**config.mk**
```make
export PLATFORM = sky130hd
export DESIGN_NAME = sgd_sequencer
export DESIGN_NICKNAME = d
export VERILOG_FILES = /design/src/rtl/sgd_sequencer.sv
export SDC_FILE = /design/constraint.sdc
export NUM_CORES = 1
export LEC_CHECK = 0
export ABC_AREA = 1
export CORE_ASPECT_RATIO = 1.4
export CORE_MARGIN = 1
export CORE_UTILIZATION = 56
export CTS_BUF_LIST = sky130_fd_sc_hd__clkbuf_4 sky130_fd_sc_hd__clkbuf_8
export DETAILED_ROUTE_END_ITERATION = 8
export HOLD_SLACK_MARGIN = 0.1
export PLACE_DENSITY = 0.87
export SLEW_MARGIN = 10
export SYNTH_ARGS = -nofsm -noshare
export SYNTH_HDL_FRONTEND = slang
export SYNTH_SLANG_ARGS = --single-unit
```
**constraint.sdc**
```tcl
create_clock -name CLK -period 2.4 [get_ports CLK]
set_input_delay 0.48 -clock CLK [delete_from_list [all_inputs] [get_ports CLK]]
set_output_delay 0.48 -clock CLK [all_outputs]
set_load 0.02 [all_outputs]
```
**src/rtl/sgd_sequencer.sv**
```systemverilog
// Front-end sequencer for the SGD gradient datapath: deserialises the LSB-first
// training stream into sample memory, then schedules one step per (epoch, point).
module sgd_sequencer #(
  parameter int WORD_W = 16,
  parameter int FEAT_W = 4,
  parameter int PTS_W  = 12,
  parameter int EP_W   = 8
) (
  input  logic              CLK,
  input  logic              RST,
  input  logic              S,
  input  logic [FEAT_W-1:0] feat,
  input  logic [PTS_W-1:0]  data_points,
  input  logic [EP_W-1:0]   epoch,
  input  logic [3:0]        learn_rate,
  output logic              mem_we,
  output logic [PTS_W-1:0]  mem_point,
  output logic [FEAT_W-1:0] mem_word,
  output logic [WORD_W-1:0] mem_wdata,
  output logic              step_start,
  output logic [PTS_W-1:0]  step_point,
  output logic [EP_W-1:0]   step_epoch,
  output logic [3:0]        lr_out,
  input  logic              step_done,
  output logic              busy,
  output logic              SGD_DONE
);

  localparam int BIT_W = $clog2(WORD_W);

  typedef enum logic [1:0] {ST_LOAD, ST_ISSUE, ST_WAIT, ST_DONE} state_t;

  state_t              state_q, state_d;
  logic [FEAT_W-1:0]   feat_q, feat_d;
  logic [PTS_W-1:0]    dp_q, dp_d;
  logic [EP_W-1:0]     ep_q, ep_d;
  logic [3:0]          lr_q, lr_d;
  logic [BIT_W-1:0]    bit_q, bit_d;
  logic [WORD_W-1:0]   shift_q, shift_d;
  logic [PTS_W-1:0]    lp_q, lp_d;
  logic [FEAT_W-1:0]   lw_q, lw_d;
  logic                mem_we_q, mem_we_d;
  logic [PTS_W-1:0]    mem_point_q, mem_point_d;
  logic [FEAT_W-1:0]   mem_word_q, mem_word_d;
  logic [WORD_W-1:0]   mem_wdata_q, mem_wdata_d;
  logic                step_start_q, step_start_d;
  logic [PTS_W-1:0]    sp_q, sp_d;
  logic [EP_W-1:0]     se_q, se_d;
  logic [3:0]          lr_out_q, lr_out_d;
  logic                busy_q, busy_d;
  logic                done_q, done_d;

  always_comb begin
    state_d      = state_q;
    feat_d       = feat_q;
    dp_d         = dp_q;
    ep_d         = ep_q;
    lr_d         = lr_q;
    bit_d        = bit_q;
    shift_d      = shift_q;
    lp_d         = lp_q;
    lw_d         = lw_q;
    mem_we_d     = 1'b0;
    mem_point_d  = mem_point_q;
    mem_word_d   = mem_word_q;
    mem_wdata_d  = mem_wdata_q;
    step_start_d = 1'b0;
    sp_d         = sp_q;
    se_d         = se_q;
    lr_out_d     = lr_out_q;
    busy_d       = busy_q;
    done_d       = done_q;

    if (RST) begin
      feat_d      = feat;
      dp_d        = data_points;
      ep_d        = epoch;
      lr_d        = learn_rate;
      state_d     = (data_points == '0 || epoch == '0) ? ST_DONE : ST_LOAD;
      bit_d       = '0;
      shift_d     = '0;
      lp_d        = '0;
      lw_d        = '0;
      mem_point_d = '0;
      mem_word_d  = '0;
      mem_wdata_d = '0;
      sp_d        = '0;
      se_d        = '0;
      lr_out_d    = '0;
      busy_d      = 1'b0;
      done_d      = 1'b0;
    end else begin
      case (state_q)
        ST_LOAD: begin
          // lp_q reaching dp_q means every point is stored; this edge only hands over to ISSUE
          if (lp_q == dp_q) begin
            state_d = ST_ISSUE;
          end else begin
            shift_d = {S, shift_q[WORD_W-1:1]};
            bit_d   = bit_q + BIT_W'(1);
            if (bit_q == BIT_W'(WORD_W - 1)) begin
              bit_d       = '0;
              mem_we_d    = 1'b1;
              mem_point_d = lp_q;
              mem_word_d  = feat_q - lw_q;
              mem_wdata_d = {S, shift_q[WORD_W-1:1]};
              if (lw_q == feat_q) begin
                lw_d = '0;
                lp_d = lp_q + PTS_W'(1);
              end else begin
                lw_d = lw_q + FEAT_W'(1);
              end
            end
          end
        end
        ST_ISSUE: state_d = ST_WAIT;
        ST_WAIT: begin
          if (step_done) begin
            if (sp_q == dp_q - PTS_W'(1)) begin
              sp_d    = '0;
              se_d    = se_q + EP_W'(1);
              state_d = (se_q == ep_q - EP_W'(1)) ? ST_DONE : ST_ISSUE;
            end else begin
              sp_d    = sp_q + PTS_W'(1);
              state_d = ST_ISSUE;
            end
          end
        end
        default: ;
      endcase
      step_start_d = (state_d == ST_ISSUE);
      busy_d       = (state_d != ST_DONE);
      done_d       = (state_d == ST_DONE);
      lr_out_d     = lr_q;
    end
  end

  always_ff @(posedge CLK) begin
    state_q      <= state_d;
    feat_q       <= feat_d;
    dp_q         <= dp_d;
    ep_q         <= ep_d;
    lr_q         <= lr_d;
    bit_q        <= bit_d;
    shift_q      <= shift_d;
    lp_q         <= lp_d;
    lw_q         <= lw_d;
    mem_we_q     <= mem_we_d;
    mem_point_q  <= mem_point_d;
    mem_word_q   <= mem_word_d;
    mem_wdata_q  <= mem_wdata_d;
    step_start_q <= step_start_d;
    sp_q         <= sp_d;
    se_q         <= se_d;
    lr_out_q     <= lr_out_d;
    busy_q       <= busy_d;
    done_q       <= done_d;
  end

  assign mem_we     = mem_we_q;
  assign mem_point  = mem_point_q;
  assign mem_word   = mem_word_q;
  assign mem_wdata  = mem_wdata_q;
  assign step_start = step_start_q;
  assign step_point = sp_q;
  assign step_epoch = se_q;
  assign lr_out     = lr_out_q;
  assign busy       = busy_q;
  assign SGD_DONE   = done_q;

endmodule

```
### After elaboration in Yosys (flattened, before gate mapping)

Cells that the tools add are included.
W data, S select, Z words.

* register bits: 126
* input bits: 32

* add/subtract/negate cells: 8
* equal/unequal tests: 10
* muxes and demuxes: 12
* bitwise logic cells: 2
* reductions and logical operators: 10

Operator list (number)
* $add A12 B1 Y12 const B: 2
* $eq A12 B12 Y1: 2
* $mux W2: 7
* $logic_not A12 Y1: 1
* $mux W12: 1
* $sub A12 B1 Y12 const B: 1
* $add A4 B1 Y4 const B: 2
* $add A8 B1 Y8 const B: 1
* $eq A8 B8 Y1: 1
* $logic_not A8 Y1: 1
* $mux W4: 2
* $sub A8 B1 Y8 const B: 1
* $pmux W2 S3: 1
* $reduce_and A3 Y1: 2
* $eq A2 B1 Y1 const B: 2
* $eq A2 B2 Y1 const B: 2
* $eq A4 B4 Y1: 1
* $eq A4 B4 Y1 const B: 1
* $reduce_and A2 Y1: 2
* $reduce_and A4 Y1: 1
* $sub A4 B4 Y4: 1
* $reduce_or A3 Y1: 1
* $logic_not A2 Y1: 1
* $ne A2 B2 Y1 const B: 1
* other kinds (3): 4

### Depth between registers and ports, before layout

* depth after elaboration: 8
* mapped depth: 18
* gate-level depth less buffers: 18

### Least setup slack after synthesis

OpenSTA, ideal clock, no wires.

* path type: register -> register
* start: reg dp_q[0]
* end: reg sp_q[6], in the netlist step_point[6]
* data arrival time: 1.883 ns
* path slack: 0.390 ns
* stages on the path, launching flop included: 13
* path buffers: 1
* period minus slack after synthesis: 2.010 ns
* cell sequence: edfxtp_1 > inv_1 > ha_1 > nand2_2 > nor2_2 > nand2_1 > xor2_1 > nand3_1 > nor2_2 > nand2_2 > nand2_2 > buf_6 > nor3_2

* cells in the longest elaborated chain, start to end: 3

RTL lines
* start, declared: line 35 `logic [PTS_W-1:0] dp_q, dp_d;`
* start signal, assigned: line 141 `dp_q <= dp_d;`
* $sub A12 B1 Y12: line 119 `if (sp_q == dp_q - PTS_W'(1)) begin`
* $eq A12 B12 Y1: line 119
* $mux W12: line 119
* end signal, assigned: line 153 `sp_q <= sp_d;`
* end, declared: line 47 `logic [PTS_W-1:0] sp_q, sp_d;`

No other way between the ends.
A chain may end at the register's enable or synchronous reset.

### Worst setup path in the final report

* start: reg dp_q[0]
* end: reg se_q[6], in the netlist step_epoch[6]

* cells in the longest elaborated chain, start to end: 3

RTL lines
* $sub A12 B1 Y12: line 119
* $eq A12 B12 Y1: line 119
* $reduce_and A3 Y1 (no source line)
* end signal, assigned: line 154 `se_q <= se_d;`
* end, declared: line 48 `logic [EP_W-1:0] se_q, se_d;`

No other way between the ends.

==> impl_metrics.json <==
{
  "overflow": 0,
  "synth_largest_area_cell": "dfxtp_1",
  "ios": 92,
  "final_cell_count_no_fill": 985,
  "skew_ps": 7.23,
  "finalSetupTns_ps": 0,
  "syn_area_um2": 6050,
  "setup_viol": 0,
  "num_vias": 5331,
  "clk_pin_slew_ps": 70,
  "chipWidth_um": 89.8,
  "synth_most_common_cell": "nand2_1",
  "core_um2": 10500,
  "htreeDepth": 4,
  "drc": 0,
  "async_reset_ff_share_pct": 0,
  "die_y_um": 125,
  "initial_utilization_pct": 57.8,
  "ys.flop_type": "dfxtp_1",
  "cap_violations": 0,
  "final_antenna_net_count": 0,
  "io_buffers": 91,
  "cts.sinks": 125,
  "slew_headroom_pct": 62.2,
  "place.detailed.hpwl_mm": 10.7,
  "numCtsBuffers": 17,
  "grt_pass1_wl_mm": 24.4,
  "grt_start_max_net_pins": 61,
  "syn_nets": 783,
  "placementRows": 44,
  "fillers": 783,
  "ys_ff_latch": 125,
  "p_per_area_nw_per_um2": 604,
  "nNetsFinal": 877,
  "finalHoldViolCount": 0,
  "num_antenna_cells": 0,
  "dieArea_um2": 11200,
  "synth_area_leaders": "dfxtp_1, edfxtp_1, nand2_1",
  "synth-edff-count": 28,
  "area_growth_pct": 24.1,
  "critPathCaptureType": "register",
  "ys_warn_count": 0,
  "ir_worst_vdd_uv": 672,
  "yosys.cell_types.count": 39,
  "multi_input_area_um2": 2780,
  "drt_iter0_drc": 227,
  "cts_hold_buf": 0,
  "postSynthAreaPerCell_um2": 8.17,
  "tritoncts": "built",
  "status": "finished, final reports clean",
  "track_usage_pct": 27.4,
  "globalplace.congestion": 0.922,
  "critPathKind": "reg -> reg",
  "grt_pass1_vias": 5230,
  "ff_latch_area_um2": 2780,
  "clock_latency_ps": 440,
  "start_kind": "register",
  "ys_top_cells_by_count": "nand2_1, dfxtp_1, inv_1, nor2_1, nand3_1",
  "via_per_inst": 5.41,
  "layout_min_cycle_time_ps": 2140,
  "dr.pass1.iters": 5,
  "drv_slew": 0,
  "drt_wl_total_mm": 14.8,
  "p_leak_nw": 2.95,
  "cp.arrival_ps": 2440,
  "crit_required_ps": 2700,
  "max_slew.worst_pin.slew_ps": 561,
  "rsz0062_at_grt": "no",
  "dp.cells": 953,
  "fmax_mhz": 467,
  "ys_seq_area_share_pct": 46.0,
  "finalCritPeriodShare_pct": 89.2,
  "drive_gt1_share_pct": 12.2,
  "clockBufferDepth": 2,
  "syn_inst": 740,
  "holdWs_ps": 390,
  "clock-root-buffer": "clkbuf_8",
  "hp-class": "in -> reg",
  "crit_path_max_fanout": 6,
  "avgRoutedWirePerCell_um": 15.0,
  "yosysTopAreaCellShare_pct": 32.1,
  "antenna_found_initial": 0
}
worst paths after layout:
path                      startpoint                    endpoint  slack (ps)  cells past startpoint
min reg2reg  shift_q[1]$_SDFFE_PP0P_     shift_q[1]$_SDFFE_PP0P_         450                      2
max reg2reg        dp_q[0]$_DFFE_PP_  step_epoch[6]$_SDFFE_PP0P_         260                     13
min                              RST   mem_wdata[0]$_SDFFE_PP0P_         390                      4
max                dp_q[0]$_DFFE_PP_  step_epoch[6]$_SDFFE_PP0P_         260                     13
worst max-delay path: stages, from the launching register on:
cell and delay, ps:
edfxtp_1 380, inv_1 150, ha_2 260, nand2_2 90, nor2_2 140, nand2_1 100
xor2_2 220, nand2_1 80, inv_1 60, nand2_1 50, nor2_2 180, nand3_1 140
nand2_1 90, a21oi_1 60
cell type report:
class | instances | area share [%]
flip-flops and latches | 125 | 37.1
well taps | 138 | 2.30
clock buffers | 18 | 3.30
multi-input cells | 498 | 37.0
inverters | 89 | 4.45
clock inverters | 14 | 2.22
repair buffers | 103 | 13.6
where the power goes:
| part | switching [mW] | internal (mW) | total (mW) |
|---|---|---|---|
| sequential | 0.0492 | 2.21 | 2.26 |
| clock | 0.871 | 1.06 | 1.93 |
| combinational | 0.196 | 0.150 | 0.346 |
| total | 1.12 | 3.41 | 4.53 |
stage by stage:
step	utilization, %	power, mW	setup WS (ps)	cell area (um2)
CTS	71.6	4.54	152	7490
floorplan	-	2.51	390	6050
detailed placement	67.6	2.64	191	7070
finish	71.7	4.53	259	7500
global route	71.7	4.69	44.2	7500
global placement	67.6	2.63	267	7070
state kept, by name, summed over array words and instances (netlist names), 8 cells and up:
name	flops
mem_wdata	16
mem_point	12
step_epoch	8
lp_q	12
ep_q	8
dp_q	12
shift_q	15
step_point	12
routing by layer:
layer | GRT usage [%] | part of all wire [%] | vias up
met5 | 0 | 0 | -
met4 | 15.6 | 4.3 | 0
met3 | 6.57 | 5.1 | 56
met2 | 49.5 | 53 | 174
met1 | 28.8 | 38 | 2493
li1 | - | - | 2608
cells in the final DEF (no fill, tap or decap), types with 24 or more instances in the layout:
| cell type | count |
|---|---|
| a21oi_1 | 40 |
| clkdlybuf4s50_1 | 90 |
| dfxtp_1 | 97 |
| edfxtp_1 | 28 |
| inv_1 | 86 |
| nand2_1 | 119 |
| nand3_1 | 62 |
| nor2_1 | 73 |
| o21ai_0 | 51 |
| xor2_1 | 24 |
what timing repair did:
| item | 4_1_cts | 5_1_grt |
|---|---|---|
| resized for setup | 0 | 4 |
| setup buffers | 0 | 0 |
| endpoints found under the setup margin | 0 | 17 |
kinds of logic after synthesis:
| logic type | Yosys count | synth area share (%) |
|---|---|---|
| AND/OR/NAND/NOR | 334 | 26.6 |
| flip-flops | 125 | 46.0 |
| buffers and inverters | 117 | 8.32 |
| AO/OA/AOI/OAI | 107 | 9.74 |
| XOR/XNOR | 46 | 6.91 |
| adder cells (fa/ha/maj) | 11 | 2.40 |
Power figures use the tool's default switching activity.
